$ cat src/rtl/tetris_pkg.sv
// Shared Tetris types: move encoding, SPI command byte layout, ingest FSM states
// and the per-channel queued command payload.
package tetris_pkg;

  typedef enum logic [1:0] {
    CMD_LEFT   = 2'd0,
    CMD_RIGHT  = 2'd1,
    CMD_ROTATE = 2'd2,
    CMD_DROP   = 2'd3
  } command_t;

  localparam int BYTE_MOVE_LSB   = 0;
  localparam int BYTE_PIECE_LSB  = 2;
  localparam int BYTE_MOVE_VALID = 5;
  localparam int BYTE_CHAN_LSB   = 6;

  typedef enum logic [1:0] {
    IDLE         = 2'd0,
    PUSH         = 2'd1,
    CLEAR        = 2'd2,
    WAIT_RELEASE = 2'd3
  } ingest_state_t;

  typedef struct packed {
    command_t   move;
    logic       move_valid;
    logic [2:0] piece;
  } queued_cmd_t;

  // Folds piece field + random offset (0..14) into the seven legal pieces.
  function automatic logic [2:0] reduce_piece(input logic [2:0] field, input logic [2:0] rnd);
    logic [3:0] s;
    s = {1'b0, field} + {1'b0, rnd};
    if (s >= 4'd7) s = s - 4'd7;
    if (s == 4'd7) s = 4'd0;
    return s[2:0];
  endfunction

endpackage

$ cat src/rtl/game_input_controller_cmd_fifo.sv
// Show-ahead command FIFO; head is forced to zero while empty so idle
// outputs read as 0.
module cmd_fifo #(
  parameter int  DEPTH = 4,
  parameter type T     = logic [7:0]
) (
  input  logic clk,
  input  logic reset_n,
  input  logic push,
  input  T     push_data,
  output logic full,
  input  logic pop,
  output T     head,
  output logic valid
);

  localparam int AW = $clog2(DEPTH);
  localparam logic [AW:0] DEPTH_CNT = (AW + 1)'(DEPTH);

  T            mem [DEPTH];
  logic [AW-1:0] wr_ptr, rd_ptr;
  logic [AW:0]   count;
  logic          do_push, do_pop;

  assign valid   = (count != '0);
  assign full    = (count == DEPTH_CNT);
  assign do_push = push & ~full;
  assign do_pop  = pop & valid;

  always_ff @(posedge clk) begin
    if (do_push) mem[wr_ptr] <= push_data;
  end

  always_ff @(posedge clk) begin
    if (!reset_n) begin
      wr_ptr <= '0;
      rd_ptr <= '0;
      count  <= '0;
    end else begin
      if (do_push) wr_ptr <= wr_ptr + AW'(1);
      if (do_pop)  rd_ptr <= rd_ptr + AW'(1);
      case ({do_push, do_pop})
        2'b10:   count <= count + (AW + 1)'(1);
        2'b01:   count <= count - (AW + 1)'(1);
        default: count <= count;
      endcase
    end
  end

  always_comb begin
    head = '0;
    if (valid) head = mem[rd_ptr];
  end

endmodule

$ cat src/rtl/game_input_controller.sv
// SPI command ingest, per-channel command queues, gravity pacing and piece LFSR.
//   state        | meaning
//   IDLE         | wait for spi_data_valid, latch byte and lfsr[2:0]
//   PUSH         | decode latched byte, enqueue or count a drop
//   CLEAR        | pulse spi_clear
//   WAIT_RELEASE | hold until spi_data_valid drops (one push per byte)
module game_input_controller
  import tetris_pkg::*;
#(
  parameter int         NUM_CHANNELS = 2,
  parameter int         FIFO_DEPTH   = 4,
  parameter int         GRAVITY_BASE = 4096,
  parameter int         GRAVITY_MIN  = 256,
  parameter int         LEVEL_W      = 4,
  parameter logic [7:0] LFSR_SEED    = 8'hA5
) (
  input  logic                         clk,
  input  logic                         reset_n,
  input  logic [7:0]                   spi_data,
  input  logic                         spi_data_valid,
  output logic                         spi_clear,
  input  logic [LEVEL_W-1:0]           level,
  output logic [NUM_CHANNELS-1:0]      cmd_valid,
  input  logic [NUM_CHANNELS-1:0]      cmd_ready,
  output logic [NUM_CHANNELS-1:0][1:0] cmd_move,
  output logic [NUM_CHANNELS-1:0]      cmd_move_valid,
  output logic [NUM_CHANNELS-1:0][2:0] cmd_piece,
  output logic [NUM_CHANNELS-1:0][7:0] drop_count,
  output logic                         gravity_tick
);

  localparam int CW = $clog2(GRAVITY_BASE + 1);

  ingest_state_t state, state_nx;
  logic [7:0]    byte_q;
  logic [2:0]    rnd_q;
  logic [7:0]    lfsr;
  logic [1:0]    chan;
  queued_cmd_t   entry;
  queued_cmd_t   head [NUM_CHANNELS];
  logic [NUM_CHANNELS-1:0] hit, full, push;
  logic [CW-1:0] grav_cnt, shifted, period;

  always_ff @(posedge clk) begin
    if (!reset_n) begin
      state  <= IDLE;
      byte_q <= '0;
      rnd_q  <= '0;
      lfsr   <= LFSR_SEED;
    end else begin
      state <= state_nx;
      lfsr  <= {lfsr[6:0], lfsr[7] ^ lfsr[5] ^ lfsr[4] ^ lfsr[3]};
      if (state == IDLE && spi_data_valid) begin
        byte_q <= spi_data;
        rnd_q  <= lfsr[2:0];
      end
    end
  end

  always_comb begin
    state_nx = state;
    case (state)
      IDLE:         if (spi_data_valid) state_nx = PUSH;
      PUSH:         state_nx = CLEAR;
      CLEAR:        state_nx = WAIT_RELEASE;
      WAIT_RELEASE: if (!spi_data_valid) state_nx = IDLE;
      default:      state_nx = IDLE;
    endcase
  end

  assign spi_clear = (state == CLEAR);

  assign chan             = byte_q[BYTE_CHAN_LSB +: 2];
  assign entry.move       = command_t'(byte_q[BYTE_MOVE_LSB +: 2]);
  assign entry.move_valid = byte_q[BYTE_MOVE_VALID];
  assign entry.piece      = reduce_piece(byte_q[BYTE_PIECE_LSB +: 3], rnd_q);

  // Channel codes at or above NUM_CHANNELS match no hit bit and vanish silently.
  for (genvar g = 0; g < NUM_CHANNELS; g++) begin : g_chan
    assign hit[g]  = (state == PUSH) && (chan == 2'(g));
    assign push[g] = hit[g] & ~full[g];

    cmd_fifo #(
      .DEPTH (FIFO_DEPTH),
      .T     (queued_cmd_t)
    ) u_fifo (
      .clk       (clk),
      .reset_n   (reset_n),
      .push      (push[g]),
      .push_data (entry),
      .full      (full[g]),
      .pop       (cmd_ready[g]),
      .head      (head[g]),
      .valid     (cmd_valid[g])
    );

    assign cmd_move[g]       = head[g].move;
    assign cmd_move_valid[g] = head[g].move_valid;
    assign cmd_piece[g]      = head[g].piece;
  end

  always_ff @(posedge clk) begin
    if (!reset_n) begin
      drop_count <= '0;
    end else begin
      for (int i = 0; i < NUM_CHANNELS; i++) begin
        if (hit[i] && full[i] && drop_count[i] != 8'hFF)
          drop_count[i] <= drop_count[i] + 8'd1;
      end
    end
  end

  always_comb begin
    shifted = CW'(GRAVITY_BASE) >> level;
    period  = (shifted < CW'(GRAVITY_MIN)) ? CW'(GRAVITY_MIN) : shifted;
  end

  // Compare with >= so a shortened period fires immediately rather than wrapping.
  always_ff @(posedge clk) begin
    if (!reset_n) begin
      grav_cnt     <= '0;
      gravity_tick <= 1'b0;
    end else if (grav_cnt >= period - CW'(1)) begin
      grav_cnt     <= '0;
      gravity_tick <= 1'b1;
    end else begin
      grav_cnt     <= grav_cnt + CW'(1);
      gravity_tick <= 1'b0;
    end
  end

endmodule

$ cat config.mk
export PLATFORM = sky130hd
export DESIGN_NAME = game_input_controller
export DESIGN_NICKNAME = d
export VERILOG_FILES = /design/src/rtl/tetris_pkg.sv /design/src/rtl/game_input_controller_cmd_fifo.sv /design/src/rtl/game_input_controller.sv
export SDC_FILE = /design/constraint.sdc
export NUM_CORES = 1
export LEC_CHECK = 0
export ABC_AREA = 0
export CAP_MARGIN = 10
export CORE_MARGIN = 5
export CORE_UTILIZATION = 45
export CTS_CLUSTER_SIZE = 30
export DETAILED_ROUTE_END_ITERATION = 7
export SYNTH_ARGS = -nofsm -noshare
export SYNTH_HDL_FRONTEND = slang
export SYNTH_SLANG_ARGS = --single-unit
$ cat constraint.sdc
create_clock -name clk -period 2.52 [get_ports clk]
set_input_delay 0.63 -clock clk [delete_from_list [all_inputs] [get_ports clk]]
set_output_delay 0.63 -clock clk [all_outputs]
set_load 0.01 [all_outputs]
Yosys cells after proc, flatten, opt, wreduce, memory -nomap -nowiden. Memory sizes are Yosys's and may differ from the RTL's. A register that Yosys moved wholly into a read port is not among the register bits. Cells that the tools add are included.

Input bits: 17. Bits in read-only memories: 0. Output and inout bits: 32. RAM bits: 48. Bits in latches: 0. Register bits after elaboration: 65. Memories: 2.

Memory list: g_chan[0].u_fifo.mem (depth 4, width 6, rd ports 1, clocked after Yosys merged registers in 1, write ports 1, RTL line game_input_controller_cmd_fifo.sv:20) `T mem [DEPTH];`; g_chan[1].u_fifo.mem (depth 4, width 6, rd ports 1, clocked after Yosys merged registers in 1, write ports 1, RTL line game_input_controller_cmd_fifo.sv:20).

Bitwise operators: 12. Reduce and logical (&&, ||, !) cells: 15. Mux-type cells: 19. Eq/ne operators: 15. Div/mod/pow operators: 0. Add/subtract/negate cells: 14. Multiply operators: 0. Order comparisons: 3. Shift-type cells: 1.

Operator list (number): 8-bit by 1-bit adder with 8-bit output, second input constant (2); 8-bit != test, second input constant (2); 13-bit by 1-bit adder with 13-bit output, second input constant (1); 13-bit >= comparator (1); 13-bit by 9-bit < comparator with 1-bit output, second input constant (1); 13-bit 2-to-1 mux (1); 13-bit by 4-bit >> shifter with 13-bit output, first input constant (1); 13-bit by 1-bit subtractor with 13-bit output, second input constant (1); 2-bit 2-to-1 mux (6); 6-bit 2-to-1 mux (2); 3-bit one-hot mux with 2 select lines (2); 2-bit by 1-bit adder with 2-bit output, second input constant (4); 2-bit by 1-bit equality test with 1-bit output, second input constant (4); 2-bit equality test, second input constant (4); 2-bit one-hot mux with 4 select lines (1); 1-bit logical AND (7); 3-bit by 1-bit adder with 3-bit output, second input constant (2); 1-bit AND (6); 3-bit equality test, second input constant (2); 3-bit nonzero test (2); 3-bit by 1-bit subtractor with 3-bit output, second input constant (2); 1-bit 2-to-1 mux (5); 3-bit by 3-bit adder with 4-bit output (1); 4-bit by 3-bit equality test with 1-bit output, second input constant (1); other kinds (11) (18).

Depth between registers and ports, before layout. Gate-level depths: netlist of run 1.

Depth after elaboration: 6. Mapped depth: 11. Mapped depth without buffers: 11.

Cells and area by module. A second synthesis of run 1 with hierarchy kept.

Cell total of the unflattened synthesis: 486. Area total of the unflattened synthesis: 5519.0 um2.

Modules (own cells, without submodules): cmd_fifo (area an instance 1396.3 um2, times used 2, cells an instance 93); game_input_controller (area an instance 2726.4 um2, times used 1, cells an instance 300).

Worst setup path after synthesis of run 1. Ideal clock, no wire load.

Kind: input port to flip-flop. Start point: input port level[2]. End point: register grav_cnt[10]. Stages on the path: 9. Slack: 0.163 ns. Arrival: 2.293 ns. Path through: nor2_1 -> nand2_1 -> ha_1 -> a21o_1 -> a21oi_1 -> nand2_1 -> or3_4 -> buf_2 -> nor2_1.

Longest elaborated chain between the ends: 6.

Ends and longest elaborated chain: start, declared (RTL line game_input_controller.sv:22) `input logic [LEVEL_W-1:0] level,`; 13-bit by 4-bit >> shifter with 13-bit output * (RTL line game_input_controller.sv:114) `shifted = CW'(GRAVITY_BASE) >> level;`; 13-bit by 9-bit < comparator with 1-bit output (RTL line game_input_controller.sv:115) `period = (shifted < CW'(GRAVITY_MIN)) ? CW'(GRAVITY_MIN) : shifted;`; 13-bit 2-to-1 mux * (RTL line game_input_controller.sv:115); 13-bit by 1-bit subtractor with 13-bit output * (RTL line game_input_controller.sv:123) `end else if (grav_cnt >= period - CW'(1)) begin`; 13-bit >= comparator * (RTL line game_input_controller.sv:123); 2-bit OR reduction (no line) *; end signal, assigned (RTL line game_input_controller.sv:127) `grav_cnt <= grav_cnt + CW'(1);`; end, declared (RTL line game_input_controller.sv:42) `logic [CW-1:0] grav_cnt, shifted, period;`.

Mark *: on every way between the ends. The rest lies on a longest branch, timed or not. A chain may end at the register's enable or synchronous reset.

==> reports/metrics.cfg, run 1 <==
[run]
timing.max_cap.violations=0

[setup_path]
criticalPathCategory=reg2out
required_ps=1890
rrSetupSlack_ps=200
reg2reg_to=g_chan[0].u_fifo.count[2]$_SDFFE_PN0P_
critPathLaunchType=flip-flop
endpoint_kind=output port
r2r-start=state[1]$_SDFFE_PN0P_
worst_ep_arrival_time_ps=1810
reg2reg_depth=11
path_max_fanout=6

[global_route]
grt_start_max_net_pins=44
overflow=0
grt_pass1_vias=3611
antenna_found_initial=0
grt_usage_pct=14.88
grt_pass1_wl_mm=16.89

[detailed_routing]
routedWlPerCell_um=13.69
drt-pass1-iter-count=4
totalWireLength_mm=9.777
drt_iter0_markers=141
num_vias=3581
drc=0
avgViaCountPerCell=5.015
ant_nets=0

[finish]
final_cells=714
nNetsFinal=610
antenna_cells=0
areaGrowthSynthToFinish_pct=24.85
drive_gt1_share_pct=11.11
final_area_mm2=0.006733

[clocking]
ctsResizeCount=14
postCtsHoldBufs=0
cts_buffers=17
postCtsSetupBuffers=0
cts_max_path_buffers=2
clockRootBuffer=clkbuf_16
clk_latency_ps=400
h-tree-depth=4
cts_tree=done
clk_pin_slew_ps=50
clock_sinks=117

[timing]
worst_hold_slack_ps=416.6
rsz0062_at_grt=no
setup_violations=0
drv_slew=0
max_freq_ghz=0.4102
finalHoldViolations=0
tightest_slew_ps=573.9
period_needed_ps=2438
slew-limit-headroom_pct=61.74
fin_ws_ps=82.24
timing.final.crit_share_pct=96.74
skew_ps=7.777

[placed_design]
gp_congestion=0.8246
placed_area_mm2=0.006123
place_ws_ps=-203.2
io_buffers=48
hpwl_mm=7.027
placed_cells=682

[worst_hold_path]
hold_end=lfsr[7]$_SDFF_PN1_
hp-class=reg2reg
hp-start=lfsr[6]$_SDFF_PN0_
hold_depth=1

[synthesis]
synth_edf_count=48
synth_cells=482
ys_types=44
yosysTopAreaCellShare_pct=26.73
syn-cell-area_mm2=0.005393
yosys_warnings=0
ys.flop_type=dfxtp_1
ys_ff_latch=117
syn_avg_cell_area_um2=11.19
synthArstFlopShare_pct=0
yosysTopAreaCell=edfxtp_1
yosysSeqAreaShare_pct=52.34
synth_area_leaders=edfxtp_1 27%, dfxtp_1 26%, ha_1 8.4%

[floorplanning]
die_y_um=119.5
core_area_mm2=0.01186
dieArea_mm2=0.01427
initial_core_util_pct=45.46
dieWidth_um=119.5
ios=49
fp-row-count=40

[status]
status=finished, final reports clean

[power_and_ir_drop]
power_w=0.006336
p_per_area_mw_per_mm2=941.1
peakVddDrop_mv=0.3695
leakagePower_nw=2.647

per-stage QoR:
step | util [%] | setup TNS (ps)
after floorplan | - | 0
after global placement | 51.62 | -1697
after detailed placement | 51.62 | -2510
after CTS | 56.59 | 0
after global routing | 56.76 | 0
final | 56.76 | 0
worst max-delay path by stage:
stage / cells past startpoint / slack [ps] / from / to
after floorplan: 9 / 160 / level[2] / grav_cnt[10]$_SDFF_PP0_
after global placement: 9 / -130 / level[1] / grav_cnt[12]$_SDFF_PP0_
after detailed placement: 9 / -200 / level[1] / grav_cnt[5]$_SDFF_PP0_
after CTS: 2 / 40 / g_chan[0].u_fifo.count[2]$_SDFFE_PN0P_ / cmd_valid[0]
after global routing: 4 / 4 / flip-flop / cmd_piece[3]
final: 4 / 80 / flip-flop / cmd_piece[3]
layout by cell type, fill, tap and decap left out, types with 2 or more instances in the layout:
master and count:
a211oi_1 2, a21o_1 3, a21oi_1 23, a31oi_1 5, and2_1 29, and3_1 7
and4_1 2, buf_4 14, buf_6 2, bufinv_16 4, clkbuf_1 3, clkbuf_16 17
clkdlybuf4s15_1 5, clkdlybuf4s50_1 36, clkinv_1 5, clkinv_2 2, clkinvlp_4 2, conb_1 6
dfxtp_1 69, dlygate4sd2_1 7, edfxtp_1 48, fa_1 3, ha_1 35, inv_1 23
mux2i_1 6, mux4_2 12, nand2_1 40, nand2b_1 5, nand3_1 13, nand4_1 11
nor2_1 54, nor3_1 4, nor3b_1 3, o21ai_0 11, or3_1 5, or3_4 2
xnor2_1 12, xor2_1 23
worst max-delay path, cell delays in order (launching register included):
cell and delay [ps]:
dfxtp_1 320, buf_6 150, mux4_2 500, and2_1 160, dlygate4sd2_1 280
sequential cells by signal, indices dropped and copies added (netlist names), named ones only:
register,flops
grav_cnt,13
g_chan.u_fifo.wr_ptr,4
drop_count,16
byte_q,8
g_chan.u_fifo.mem,48
gravity_tick,1
g_chan.u_fifo.rd_ptr,4
state,2
lfsr,8
rnd_q,3
g_chan.u_fifo.count,6
area by class of cell:
cell class	count	area, µm²
Multi-Input combinational cell	330	2440
Tap cell	147	183.9
Fill cell	1049	5129
Clock buffer	20	436.7
Sequential cell	117	2823
Clock inverter	12	160.2
Timing Repair Buffer	64	599.3
Inverter	24	90.09
synthesized netlist by cell type, drive strengths merged (12+ instances only):
| cell | count |
|---|---|
| nor2 | 54 |
| nand2 | 40 |
| a21oi | 23 |
| ha | 36 |
| xor2 | 23 |
| xnor2 | 12 |
| mux4 | 12 |
| nand3 | 13 |
| and2 | 30 |
| dfxtp | 69 |
| inv | 23 |
| edfxtp | 48 |
cells by family (layout without fill, tap and decap cells):
group | Yosys count | in the layout | share of synthesized area [%]
buffers and inverters | 39 | 120 | 2.946
AO/OA/AOI/OAI | 50 | 50 | 5.800
AND/OR/NAND/NOR | 182 | 182 | 17.49
other | 2 | 6 | 0.1393
flip-flops | 117 | 117 | 52.34
multiplexers | 18 | 18 | 6.125
XOR/XNOR | 35 | 35 | 5.684
adder cells (fa/ha/maj) | 39 | 39 | 9.466
routing by layer:
layer / track usage, % / vias to the layer above / share of wire [%]
li1: - / 1819 / -
met1: 18.29 / 1688 / 46
met2: 24.47 / 63 / 48
met3: 4.226 / 11 / 4.1
met4: 6.371 / 0 / 1.6
met5: 0 / - / 0
where the power goes:
group	internal (W)	switching, W
clock	0.00163	0.000795
combinational	0.000704	0.000774
sequential	0.00228	0.000149
total	0.00462	0.00172
No activity file was read; power rests on OpenSTA's default activity.
==> run 2: changes to the inputs <==
CORE_UTILIZATION = 40   (was 45)
HOLD_SLACK_MARGIN = 0.12   (was not set)
==> reports/metrics.cfg, run 2 (synthesis gave the netlist of run 1 again) <==
[status]
status=finished, final reports clean

[finish]
largest-register=g_chan.u_fifo.mem
final_cells=743  ; +4.1%
areaGrowthSynthToFinish_pct=25.03
layout_commonest_cell=dfxtp_1
antenna_cells=0  ; unchanged
largest_registers=g_chan.u_fifo.mem: 48 flops, drop_count: 16 flops, grav_cnt: 13 flops
largest_reg_flops=48  ; unchanged
layout_common_cells=68 x dfxtp_1, 54 x nor2_1, 48 x edfxtp_1, 40 x nand2_1, 36 x clkdlybuf4s50_1
n_fill_cell=1201  ; +14%
nNetsFinal=610  ; unchanged
drive_gt1_share_pct=11.46  ; +0.35 points

[placed_design]
gp_congestion=0.7780  ; -5.7%
placed_cells=711  ; +4.3%
io_buffers=48  ; unchanged
hpwl_mm=7.209  ; +2.6%

[floorplanning]
dieArea_mm2=0.01590  ; +11%
ios=49  ; unchanged
dieWidth_um=126.1  ; +5.6%
initial_core_util_pct=40.72  ; -4.7 points
die_y_um=126.1  ; +5.6%
core_area_mm2=0.01324  ; +12%
fp-row-count=42  ; +5.0%

[clocking]
cts_buffers=17  ; unchanged
cts_max_path_buffers=2  ; unchanged
cts_tree=done
clockRootBuffer=clkbuf_16
clk_latency_ps=400  ; about the same
postCtsHoldBufs=0  ; unchanged
clk_pin_slew_ps=50  ; about the same
clock_sinks=117  ; unchanged
h-tree-depth=4  ; unchanged
postCtsSetupBuffers=0  ; unchanged

[detailed_routing]
routedWlPerCell_um=13.40  ; -2.1%
ant_nets=0  ; unchanged
totalWireLength_mm=9.957  ; +1.8%
drc=0  ; unchanged
drt_iter0_markers=200  ; +42%
num_vias=3568  ; -0.36%
avgViaCountPerCell=4.802  ; -4.3%
drt-pass1-iter-count=4  ; unchanged

[timing]
worst_hold_slack_ps=422.8  ; +6.157 ps
period_needed_ps=2440  ; +2.402 ps
drv_slew=0  ; unchanged
timing.final.crit_share_pct=96.83  ; about the same
skew_ps=6.657  ; -1.120 ps
max_freq_ghz=0.4098  ; about the same
tightest_slew_ps=572.6  ; -1.340 ps
finalHoldViolations=0  ; unchanged
rsz0062_at_grt=no
slew-limit-headroom_pct=61.83  ; +0.089 points
setup_violations=0  ; unchanged

[run]
timing.max_cap.violations=0  ; unchanged

[power_and_ir_drop]
seqPwrFrac_pct=39.6  ; +1.3 points
p_switching_w=0.001731  ; +0.82%
p_per_area_mw_per_mm2=908.0  ; -3.5%
switching_share_pct=28.28  ; +1.2 points
internal_power_w=0.004391  ; -4.9%
p_clk_share_pct=35.9  ; -2.4 points
power_frac_comb_pct=24.5  ; +1.2 points
peakVddDrop_mv=0.4935  ; +34%
leakagePower_nw=2.647  ; about the same

[setup_path]
required_ps=1890  ; about the same
worst-path-buf-inv=2  ; unchanged
slowest_delay_ps=480  ; -20 ps
path_delay_family=multiplexers
path_max_fanout=6  ; unchanged
path_cells=buf_12 -> mux4_2 -> and2_1 -> dlygate4sd2_1
endpoint_kind=output port
cp_slowest_cell=mux4_2
critPathLaunchType=flip-flop
cp.depth=4  ; unchanged
criticalPathCategory=reg2out
worst_ep_arrival_time_ps=1810  ; about the same
reg2reg_depth=11  ; unchanged

[global_route]
grt_usage_pct=13.23  ; -1.7 points
overflow=0  ; unchanged
grt_pass1_vias=3503  ; -3.0%
antenna_found_initial=0  ; unchanged
grt_pass1_wl_mm=17.00  ; +0.65%
grt_start_max_net_pins=44  ; unchanged

[worst_hold_path]
hp-class=reg2reg
hold_depth=1  ; unchanged

[run 2: changes by cell type in the layout (fill, tap and decap cells not counted), sizes merged]
cell	change
dlygate4sd2	+5
clkinv	-3
clkdlybuf4s15	-5
bufinv	-3
clkbuf	+4
clkinvlp	+2
[run 2: repair_timing]
action	4_1_cts	5_1_grt
setup endpoints to repair	12	2
resized for setup	12	3
gates cloned	0	0
[run 2: power groups by stage]
stage | registers [W] | clock network (W) | logic [W]
floorplan | 0.00242 | 0 | 0.00103
CTS | 0.00242 | 0.00225 | 0.00152
detailed placement | 0.00246 | 0 | 0.00155
finish | 0.00242 | 0.00220 | 0.00150
global route | 0.00245 | 0.00234 | 0.00169
global placement | 0.00245 | 0 | 0.00151
[run 2: through the flow]
step | worst slack (ps) | TNS (ps) | total power (W) | utilization (%) | cell area, µm²
floorplan | 163.2 | 0 | 0.003449 | - | 5408
global placement | -139.8 | -1798 | 0.003966 | 46.80 | 6197
detailed placement | -225.1 | -2721 | 0.004018 | 46.80 | 6197
global route | 18.36 | 0 | 0.006479 | 50.92 | 6743
finish | 79.83 | 0 | 0.006122 | 50.92 | 6743
CTS | 49.82 | 0 | 0.006190 | 50.84 | 6733
[run 2: worst paths after layout]
path              slack [ps]                                      to                   from
hold reg to reg          420                      lfsr[7]$_SDFF_PN1_     lfsr[6]$_SDFF_PN0_
setup reg to reg         220  g_chan[0].u_fifo.count[2]$_SDFFE_PN0P_  state[1]$_SDFFE_PN0P_
hold / removal           420                      lfsr[7]$_SDFF_PN1_     lfsr[6]$_SDFF_PN0_
setup / recovery          80                            cmd_piece[1]              flip-flop
[run 2: layout make-up]
type / count / area, µm² / share of cell area [%]
timing repair buffer: 64 / 623.1 / 9.241
tap: 176 / 220.2 / 3.266
sequential: 117 / 2824 / 41.88
clock inverter: 8 / 78.83 / 1.169
clock buffer: 24 / 471.7 / 6.996
multi-input combinational: 330 / 2435 / 36.11
inverter: 24 / 90.09 / 1.336
[run 2: worst reg2reg max path: cells and delay by family, from the launching register on]
family,cells,cell delay (ps)
AO/OA/AOI/OAI,2,310
XOR/XNOR,1,150
adder cells (fa/ha/maj),3,720
buffers and inverters,3,220
flip-flops,1,350
AND/OR/NAND/NOR,2,480
[run 2: per-layer routing]
layer	track usage, %	vias up	part of all wire [%]
met5	0	-	0
met4	4.732	0	1.3
met3	3.387	13	3.6
met2	22.10	52	49
met1	16.63	1682	46
li1	-	1821	-
